$ cat config.mk
export PLATFORM = sky130hd
export DESIGN_NAME = gf180mcu_fd_sc_mcu9t5v0__fillcap_bank_seq_flat
export DESIGN_NICKNAME = d
export VERILOG_FILES = /design/src/rtl/gf180mcu_fd_sc_mcu9t5v0__fillcap_pkg.sv /design/src/rtl/gf180mcu_fd_sc_mcu9t5v0__fillcap_bank_seq_if.sv /design/src/rtl/gf180mcu_fd_sc_mcu9t5v0__fillcap_step_tmr.sv /design/src/rtl/gf180mcu_fd_sc_mcu9t5v0__fillcap_bank_seq.sv /design/src/flat_wrapper.sv
export SDC_FILE = /design/constraint.sdc
export NUM_CORES = 1
export LEC_CHECK = 0
export BUFFER_PORTS_ARGS = -buffer_cell sky130_fd_sc_hd__buf_2
export CAP_MARGIN = 20
export CORE_MARGIN = 5
export CORE_UTILIZATION = 50
export CTS_CLUSTER_DIAMETER = 80
export DETAILED_ROUTE_END_ITERATION = 12
export PLACE_DENSITY = 0.8
export SKIP_CTS_REPAIR_TIMING = 1
export SLEW_MARGIN = 20
export SYNTH_ARGS = -nofsm -noshare
export SYNTH_HDL_FRONTEND = slang
export SYNTH_HIERARCHICAL = 1
export SYNTH_SLANG_ARGS = --single-unit
$ cat constraint.sdc
create_clock -name clk -period 2.6 [get_ports clk]
set_input_delay 0.39 -clock clk [delete_from_list [all_inputs] [get_ports clk]]
set_output_delay 0.39 -clock clk [all_outputs]
set_load 0.02 [all_outputs]
$ cat src/rtl/gf180mcu_fd_sc_mcu9t5v0__fillcap_pkg.sv
// Shared definitions for switchable fillcap bank controllers: state encoding and
// the count-to-thermometer mapping used to drive segment enables.
package gf180mcu_fd_sc_mcu9t5v0__fillcap_pkg;

  localparam int MAX_SEG = 32;
  localparam int CNT_W   = 6;

  typedef enum logic {
    ST_IDLE = 1'b0,
    ST_WAIT = 1'b1
  } state_e;

  // Bit i is set iff i < count; bits at or above n_seg are always clear.
  function automatic logic [MAX_SEG-1:0] therm(input logic [CNT_W-1:0] count, input int n_seg);
    logic [MAX_SEG-1:0] vec_s;
    vec_s = {MAX_SEG{1'b0}};
    for (int i = 0; i < MAX_SEG; i++) begin
      vec_s[i] = (i < int'(count)) && (i < n_seg);
    end
    return vec_s;
  endfunction

endpackage

$ cat src/rtl/gf180mcu_fd_sc_mcu9t5v0__fillcap_bank_seq_if.sv
// Target/status bundle between a fillcap bank sequencer and its controller.
interface gf180mcu_fd_sc_mcu9t5v0__fillcap_bank_seq_if #(
  parameter int N_SEG = 8
) ();
  localparam int SEG_W = $clog2(N_SEG + 1);

  logic [SEG_W-1:0] tgt;
  logic             hold;
  logic [N_SEG-1:0] seg_en;
  logic [SEG_W-1:0] cur;
  logic             busy;
  logic             done;

  modport master (output tgt, hold, input seg_en, cur, busy, done);
  modport slave  (input tgt, hold, output seg_en, cur, busy, done);
endinterface

$ cat src/rtl/gf180mcu_fd_sc_mcu9t5v0__fillcap_step_tmr.sv
// Step-interval down-counter: load to STEP_CYC-1, count down while enabled, flag at zero.
module gf180mcu_fd_sc_mcu9t5v0__fillcap_step_tmr #(
  parameter int STEP_CYC = 16
) (
  input  logic clk,
  input  logic rst,
  input  logic load,
  input  logic clr,
  input  logic dec,
  output logic expired
);
  // A one-cycle interval still needs a one-bit counter that simply stays at zero.
  localparam int TW = (STEP_CYC > 1) ? $clog2(STEP_CYC) : 1;
  localparam logic [TW-1:0] RELOAD = TW'(STEP_CYC - 1);
  localparam logic [TW-1:0] ZERO   = {TW{1'b0}};
  localparam logic [TW-1:0] ONE    = TW'(1);

  logic [TW-1:0] cnt_r;

  // Counter register: clear beats load beats decrement; saturates at zero.
  always_ff @(posedge clk) begin
    if (rst) begin
      cnt_r <= ZERO;
    end else if (clr) begin
      cnt_r <= ZERO;
    end else if (load) begin
      cnt_r <= RELOAD;
    end else if (dec && (cnt_r != ZERO)) begin
      cnt_r <= cnt_r - ONE;
    end else begin
      cnt_r <= cnt_r;
    end
  end

  assign expired = (cnt_r == ZERO);
endmodule

$ cat src/rtl/gf180mcu_fd_sc_mcu9t5v0__fillcap_bank_seq.sv
// Staged enable sequencer for a switchable decap bank: walks the active-segment count
// toward the (saturated) target one segment per step interval to bound inrush.
module gf180mcu_fd_sc_mcu9t5v0__fillcap_bank_seq
  import gf180mcu_fd_sc_mcu9t5v0__fillcap_pkg::*;
#(
  parameter int N_SEG    = 8,
  parameter int STEP_CYC = 16,
  parameter bit FAST_OFF = 1'b0
) (
`ifdef USE_POWER_PINS
  inout wire vdd,
  inout wire vss,
`endif
  input logic clk,
  input logic rst,
  gf180mcu_fd_sc_mcu9t5v0__fillcap_bank_seq_if.slave bus
);
  localparam int SEG_W = $clog2(N_SEG + 1);
  localparam logic [SEG_W-1:0] MAX_CNT  = SEG_W'(N_SEG);
  localparam logic [SEG_W-1:0] CNT_ZERO = {SEG_W{1'b0}};
  localparam logic [SEG_W-1:0] CNT_ONE  = SEG_W'(1);

  state_e           state_r, state_s;
  logic [SEG_W-1:0] cur_r, cur_s, tgt_r, tgt_sat_s;
  logic [N_SEG-1:0] seg_en_r;
  logic             busy_r, done_r, done_s;
  logic             tmr_load_s, tmr_clr_s, tmr_dec_s, tmr_exp_s;

  gf180mcu_fd_sc_mcu9t5v0__fillcap_step_tmr #(.STEP_CYC(STEP_CYC)) u_step_tmr (
    .clk     (clk),
    .rst     (rst),
    .load    (tmr_load_s),
    .clr     (tmr_clr_s),
    .dec     (tmr_dec_s),
    .expired (tmr_exp_s)
  );

  // Clamp the requested count to the physical segment count.
  always_comb begin
    if (bus.tgt > MAX_CNT) begin
      tgt_sat_s = MAX_CNT;
    end else begin
      tgt_sat_s = bus.tgt;
    end
  end

  // Next-state, next-count and timer control; direction is re-decided at every expiry.
  always_comb begin
    state_s    = state_r;
    cur_s      = cur_r;
    done_s     = 1'b0;
    tmr_load_s = 1'b0;
    tmr_clr_s  = 1'b0;
    tmr_dec_s  = 1'b0;
    if (FAST_OFF && (tgt_r < cur_r)) begin
      state_s   = ST_IDLE;
      cur_s     = tgt_r;
      done_s    = 1'b1;
      tmr_clr_s = 1'b1;
    end else begin
      case (state_r)
        ST_IDLE: begin
          if (tgt_r != cur_r) begin
            state_s    = ST_WAIT;
            tmr_load_s = 1'b1;
          end else begin
            state_s = ST_IDLE;
          end
        end
        ST_WAIT: begin
          if (bus.hold) begin
            state_s = ST_WAIT;
          end else if (!tmr_exp_s) begin
            tmr_dec_s = 1'b1;
          end else begin
            if (tgt_r > cur_r) begin
              cur_s = cur_r + CNT_ONE;
            end else if (tgt_r < cur_r) begin
              cur_s = cur_r - CNT_ONE;
            end else begin
              cur_s = cur_r;
            end
            if (cur_s == tgt_r) begin
              state_s = ST_IDLE;
              done_s  = 1'b1;
            end else begin
              tmr_load_s = 1'b1;
            end
          end
        end
        default: begin
          state_s = ST_IDLE;
        end
      endcase
    end
  end

  // State and output registers; enables are decoded from the next count so they track CUR exactly.
  always_ff @(posedge clk) begin
    if (rst) begin
      state_r  <= ST_IDLE;
      cur_r    <= CNT_ZERO;
      tgt_r    <= CNT_ZERO;
      seg_en_r <= {N_SEG{1'b0}};
      busy_r   <= 1'b0;
      done_r   <= 1'b0;
    end else begin
      state_r  <= state_s;
      cur_r    <= cur_s;
      tgt_r    <= tgt_sat_s;
      seg_en_r <= N_SEG'(therm(CNT_W'(cur_s), N_SEG));
      busy_r   <= (state_s == ST_WAIT);
      done_r   <= done_s;
    end
  end

  assign bus.seg_en = seg_en_r;
  assign bus.cur    = cur_r;
  assign bus.busy   = busy_r;
  assign bus.done   = done_r;
endmodule

$ cat src/flat_wrapper.sv
// flat-port wrapper written by rule: the top's interface ports become plain ports
module gf180mcu_fd_sc_mcu9t5v0__fillcap_bank_seq_flat import gf180mcu_fd_sc_mcu9t5v0__fillcap_pkg::*;
#(
  parameter int N_SEG    = 8,
  parameter int STEP_CYC = 16,
  parameter bit FAST_OFF = 1'b0
)
  (clk, rst, bus_tgt, bus_hold, bus_seg_en, bus_cur, bus_busy, bus_done);
  gf180mcu_fd_sc_mcu9t5v0__fillcap_bank_seq_if #(.N_SEG(N_SEG)) bus_i ();
  input logic clk;
  input logic rst;
  input wire logic [$bits(bus_i.tgt)-1:0] bus_tgt;
  input wire logic [$bits(bus_i.hold)-1:0] bus_hold;
  output wire logic [$bits(bus_i.seg_en)-1:0] bus_seg_en;
  output wire logic [$bits(bus_i.cur)-1:0] bus_cur;
  output wire logic [$bits(bus_i.busy)-1:0] bus_busy;
  output wire logic [$bits(bus_i.done)-1:0] bus_done;
  assign bus_i.tgt = bus_tgt;
  assign bus_i.hold = bus_hold;
  assign bus_seg_en = bus_i.seg_en;
  assign bus_cur = bus_i.cur;
  assign bus_busy = bus_i.busy;
  assign bus_done = bus_i.done;
  gf180mcu_fd_sc_mcu9t5v0__fillcap_bank_seq #(.N_SEG(N_SEG), .STEP_CYC(STEP_CYC), .FAST_OFF(FAST_OFF)) u_core (.clk(clk), .rst(rst), .bus(bus_i));
endmodule
==> After elaboration in Yosys (flattened, before gate mapping) <==
Cells that the tools add are included.
{ "totals": {"output_inout_bits": 14, "register_bits": 22} }
{ "classes": {"n_mux": 23, "addsub": 3, "n_lt_le_gt_ge": 11, "n_bitwise": 2, "n_eq_ne": 2, "reduce_logical": 6} }
{ "op_table": {"columns": ["op", "count"], "rows": [
  ["$mux 4", 11],
  ["$lt 3x4->1 const A", 4],
  ["$mux 1", 10],
  ["$lt 1x4->1 const A", 2],
  ["$lt 2x4->1 const A", 2],
  ["$sub 4x1->4 const B", 2],
  ["$add 4x1->4 const B", 1],
  ["$eq 4x4->1", 1],
  ["$gt 4x4->1", 1],
  ["$gt 4x4->1 const B", 1],
  ["$logic_not 4->1", 1],
  ["$lt 4x4->1", 1],
  ["$ne 4x4->1", 1],
  ["$pmux 1 s2", 2],
  ["$reduce_bool 4->1", 1],
  ["$reduce_or 4->1", 1],
  ["$not 1->1", 2],
  ["$reduce_bool 2->1", 1],
  ["$reduce_or 2->1", 1],
  ["$logic_and 1x1->1", 1]
]} }

==> Longest topological paths before layout <==
{ "logic_depth": {"depth_word": 12, "ltp_mapped": 12} }

==> By module <==
The synthesis kept the hierarchy.
{ "modules_own_cells": {"columns": ["mod", "area_each_um2", "seq_area_each_um2", "cells_per_inst", "instances"], "rows": [
  ["gf180mcu_fd_sc_mcu9t5v0__fillcap_bank_seq", 1049.8, 340.3, 115, 1],
  ["gf180mcu_fd_sc_mcu9t5v0__fillcap_step_tmr", 236.5, 80.1, 24, 1]
]} }

==> Worst setup path before layout <==
No wires, ideal clock.
{ "synth_path": {"path_kind": "register to register", "from": "reg u_core.cur_r[1], in the netlist u_core/bus.cur[1]", "to": "reg u_core.u_step_tmr.cnt_r[1]", "path_stages_with_launch": 11, "slack_ns": -0.138, "t_arrival_ns": 2.620, "required_time_ns": 2.481, "cell_sequence": "dfxtp_1 inv_1 ha_1 nand2b_1 a21o_1 a31oi_1 a221oi_4 xnor2_1 o21ai_0 nand3b_1 o221a_1"} }
{ "synth_via": {"elab_chain_len": 12} }
{ "synth_lines": {"columns": ["item", "line", "rtl"], "rows": [
  ["start, declared", "gf180mcu_fd_sc_mcu9t5v0__fillcap_bank_seq.sv:24", "logic [SEG_W-1:0] cur_r, cur_s, tgt_r, tgt_sat_s;"],
  ["start signal, assigned", "gf180mcu_fd_sc_mcu9t5v0__fillcap_bank_seq.sv:109", "cur_r <= cur_s;"],
  ["$sub 4x1->4 or $lt 4x4->1 (tied branches)", "gf180mcu_fd_sc_mcu9t5v0__fillcap_bank_seq.sv:79, gf180mcu_fd_sc_mcu9t5v0__fillcap_bank_seq.sv:78", null],
  ["$mux 4", "gf180mcu_fd_sc_mcu9t5v0__fillcap_bank_seq.sv:78", "end else if (tgt_r < cur_r) begin"],
  ["$mux 4", "gf180mcu_fd_sc_mcu9t5v0__fillcap_bank_seq.sv:76", "if (tgt_r > cur_r) begin"],
  ["$mux 4", "gf180mcu_fd_sc_mcu9t5v0__fillcap_bank_seq.sv:73", "end else if (!tmr_exp_s) begin"],
  ["$mux 4", "gf180mcu_fd_sc_mcu9t5v0__fillcap_bank_seq.sv:71", "if (bus.hold) begin"],
  ["$mux 4", "gf180mcu_fd_sc_mcu9t5v0__fillcap_bank_seq.sv:61", "case (state_r)"],
  ["$eq 4x4->1", "gf180mcu_fd_sc_mcu9t5v0__fillcap_bank_seq.sv:83", "if (cur_s == tgt_r) begin"],
  ["$mux 1", "gf180mcu_fd_sc_mcu9t5v0__fillcap_bank_seq.sv:83", null],
  ["$mux 1", "gf180mcu_fd_sc_mcu9t5v0__fillcap_bank_seq.sv:73", null],
  ["$mux 1", "gf180mcu_fd_sc_mcu9t5v0__fillcap_bank_seq.sv:71", null],
  ["$pmux 1 s2 (*)", "gf180mcu_fd_sc_mcu9t5v0__fillcap_bank_seq.sv:61", null],
  ["via u_core.tmr_load_s", "gf180mcu_fd_sc_mcu9t5v0__fillcap_bank_seq.sv:27", "logic tmr_load_s, tmr_clr_s, tmr_dec_s, tmr_exp_s;"],
  ["$mux 4 or $reduce_bool 2->1 (tied branches)", null, null],
  ["end signal, assigned", "gf180mcu_fd_sc_mcu9t5v0__fillcap_step_tmr.sv:29", "cnt_r <= cnt_r - ONE;"],
  ["end signal, assigned", "gf180mcu_fd_sc_mcu9t5v0__fillcap_step_tmr.sv:31", "cnt_r <= cnt_r;"],
  ["end, declared", "gf180mcu_fd_sc_mcu9t5v0__fillcap_step_tmr.sv:18", "logic [TW-1:0] cnt_r;"]
]} }
The timed path passes the listed nets; every way through them passes the cells marked *. The select of a mux whose other input is x is not followed.
A chain may end at the register's enable or synchronous reset.

==> Final worst setup path <==
{ "layout_path": {"from": "reg u_core.cur_r[1], in the netlist u_core/bus.cur[1]", "to": "reg u_core.u_step_tmr.cnt_r[2]"} }
Same word-level chain as after synthesis.

==> impl_metrics.toml <==
[global_routing]
grt_start_max_net_pins = 14
all_layer_gr_usage_pct = 17.2
wire_length_of_the_first_global_routing_pass_um = 4730
globalRoute.totalOverflow = 0
initial_antenna_violation_count = 0
first_global_vias = 1138

[placed_design]
gpl.final_weighted_congestion = 0.907
io_buffers = 20
dp.final_hpwl_um = 2300
placed_cells = 195
pre_cts_ws_ns = 0.132

[power_and_ir_drop]
internal_power_mw = 0.611
power.share.combinational_pct = 45.3
power-per-cell-area_nw_per_um2 = 643
netSwitchingFraction_pct = 38.0
ir_worst_vdd_v = 0.000474
sequential_fraction_of_design_power_pct = 38.7
share_of_power_burned_in_the_clock_network_pct = 15.9
power.static_leakage_nw = 0.678
netSwitchingPower_mw = 0.374

[logic_synthesis]
postSynthRegisterBits = 21
netlist-cell-type-count = 54
postSynth.asyncResetShare_pct = 0
ys_top_cells_by_count = "dfxtp_1 (21), nor2_1 (11), inv_1 (10), nand2_1 (9), ha_1 (7)"
synth_area_leaders = "dfxtp_1 (33%), ha_1 (6.8%), xnor2_1 (4.1%), nor2_1 (3.2%), inv_1 (2.9%)"
number_of_enable_flip_flop_cells_after_synthesis = 0
synthMostInstantiatedCell = "dfxtp_1"
synthesis.yosys.warnings = 6
synth_area_leader_cell = "dfxtp_1"
mappedNetlistArea_um2 = 1290
synth.avg_cell_area_um2 = 9.25
synthCells = 139
synthFlopType = "dfxtp_1"
synth.yosys.seq_area_share_pct = 32.7
yosys.area.top_type_share_pct = 32.7

[die]
floorplan.core_area_um2 = 2480
io-pin-count = 21
core.rowCount = 18
die_height_um = 60.7
initial_utilization_pct = 51.9
fp.dieArea_um2 = 3690
floorplan.die.width_um = 60.7

[worst_setup_path]
critPathSlowestCell = "a221oi_4"
crit_arrival_ns = 2.75
crit_path_cell_trace = "inv_1 -> ha_1 -> nand2b_1 -> a21o_1 -> a31oi_1 -> a221oi_4 -> xnor2_1 -> o21ai_1 -> buf_4 -> a211oi_1 -> nor3_1"
cp-start-kind = "flip-flop"
critical_path_peak_fanout = 4
critical_path_required_ns = 2.79
worst_path_largest_cell_delay_ns = 0.38
timing.critical_path.to_type = "flip-flop"
timing_worst_setup_path_type = "reg2reg"

[timing]
skew_ns = 0.00952
layout_worst_path_cycle_share_pct = 98.4
min_period_ns = 2.56
final-setup-viol-count = 0
timing.final.ws_setup_ns = 0.0417
max_freq_ghz = 0.391
timing.final.hold_violations = 0
hold_slack_ns = 0.272
final_number_of_max_transition_violations = 0

[clocking]
cts-buffers-inserted = 3
worst_setup_hold_path_clk_slew_ns = 0.12
clock_insertion_delay_worst_skew_ns = 0.30
clock-sinks = 21
clockBufferDepth = 2
tritoncts = "done"
cts.htree.levels = 1
cts-root-buf = "clkbuf_4"

[final_layout]
area.sequential_um2 = 424
final_layout_size_suffix_gt1_share_pct = 32.2
diodes = 0
fillers = 224
post_layout_nonfiller_instances = 201
finish.net_count = 186
multi_input_area_um2 = 817
synthToLayoutAreaGrowth_pct = 19.2

[route]
post-route-drc-count = 0
routed_via_density = 5.68
detail-route-antenna-nets = 0
firstDrtPassIters = 4
routedWlPerCell_um = 14.9
drt_first_iter_violations = 42
route.vias.total = 1141
postRouteWirelength_um = 3000

[flow_run]
max_cap_viol_count = 0

[status]
run_status = "complete, no violations"

[min_path]
worstHoldPathType = "in2reg"
==> cell type report <==
class                           instances  area share [%]
Clock buffer                            3            1.47
Clock inverter                          1           0.327
Inverter                               11            2.86
Multi-Input combinational cell        104            53.3
Sequential cell                        21            27.7
Tap cell                               30            2.45
Timing Repair Buffer                   31            11.9
==> kinds of logic after synthesis <==
kind of cell	share of synthesized area [%]
adders and majority gates	6.81
and+or+nand+nor	23.8
AOI/OAI and AO/OA	23.7
xor gates and xnor gates	5.45
buffers and inverters	5.45
muxes	1.75
other	0.292
DFF	32.7
==> routing by layer <==
layer  GRT usage, %  vias to the layer above  wire [um]
met3           3.62                        6        180
met2           30.7                       32       1470
li1               -                      566          -
met1           19.5                      537       1280
met5              0                        -          0
met4           7.74                        0         67
==> registers in the layout (all words and copies together), names as in the netlist <==
| signal | count |
|---|---|
| u_core/bus.busy | 1 |
| u_core/u_step_tmr/cnt_r | 4 |
| u_core/bus.done | 1 |
| u_core/bus.seg_en | 7 |
| u_core/tgt_r | 4 |
| u_core/bus.cur | 4 |
==> power by group through the flow <==
| stage | clock network, mW | registers, mW | logic (mW) |
|---|---|---|---|
| after floorplan | 0 | 0.419 | 0.273 |
| after global placement | 0 | 0.387 | 0.406 |
| after detailed placement | 0 | 0.389 | 0.418 |
| after CTS | 0.163 | 0.382 | 0.420 |
| after global routing | 0.183 | 0.387 | 0.482 |
| final | 0.157 | 0.382 | 0.447 |
==> cell usage in the layout (no fill, tap or decap), types with 2 or more instances in the layout <==
cell type,count
o21ai_1,4
buf_2,20
conb_1,2
a21o_1,2
o21ai_0,5
inv_1,10
dfxtp_1,18
buf_4,11
nand3_1,2
a21oi_1,3
nand2b_1,2
dfxtp_2,3
ha_1,6
o21a_1,3
a21oi_4,2
nor2_1,11
o211ai_1,2
xor2_1,2
nand3b_1,2
nor3_1,6
xnor2_1,6
clkbuf_4,3
and2_1,4
nand2_1,9
==> final timing paths <==
kind / endpoint / slack, ns / cells after the start / startpoint
max reg2reg: u_core/u_step_tmr/cnt_r[2] / 0.04 / 11 / u_core/bus.cur[1]
min: u_core/tgt_r[1] / 0.27 / 2 / bus_tgt[1]
max: u_core/u_step_tmr/cnt_r[2] / 0.04 / 11 / u_core/bus.cur[1]
min reg2reg: u_core/bus.busy / 0.60 / 2 / u_core/bus.busy
==> per-stage QoR <==
step                total power [mW]  area (um^2)  util [%]  setup TNS (ns)
floorplan                      0.692         1290         -               0
CTS                            0.965         1500      60.6               0
global placement               0.793         1470      59.4               0
global route                    1.05         1530      61.9         -0.0879
detailed placement             0.807         1470      59.4               0
finish                         0.985         1530      61.9               0
==> worst max-delay path: cells and delay by family, from the launching register on <==
kind	cells	cell delay, ns
xor gates and xnor gates	1	0.19
and+or+nand+nor	2	0.28
adders and majority gates	1	0.33
buffers and inverters	2	0.21
DFF	1	0.35
AOI/OAI and AO/OA	5	1.08
Power figures use the tool's default switching activity.
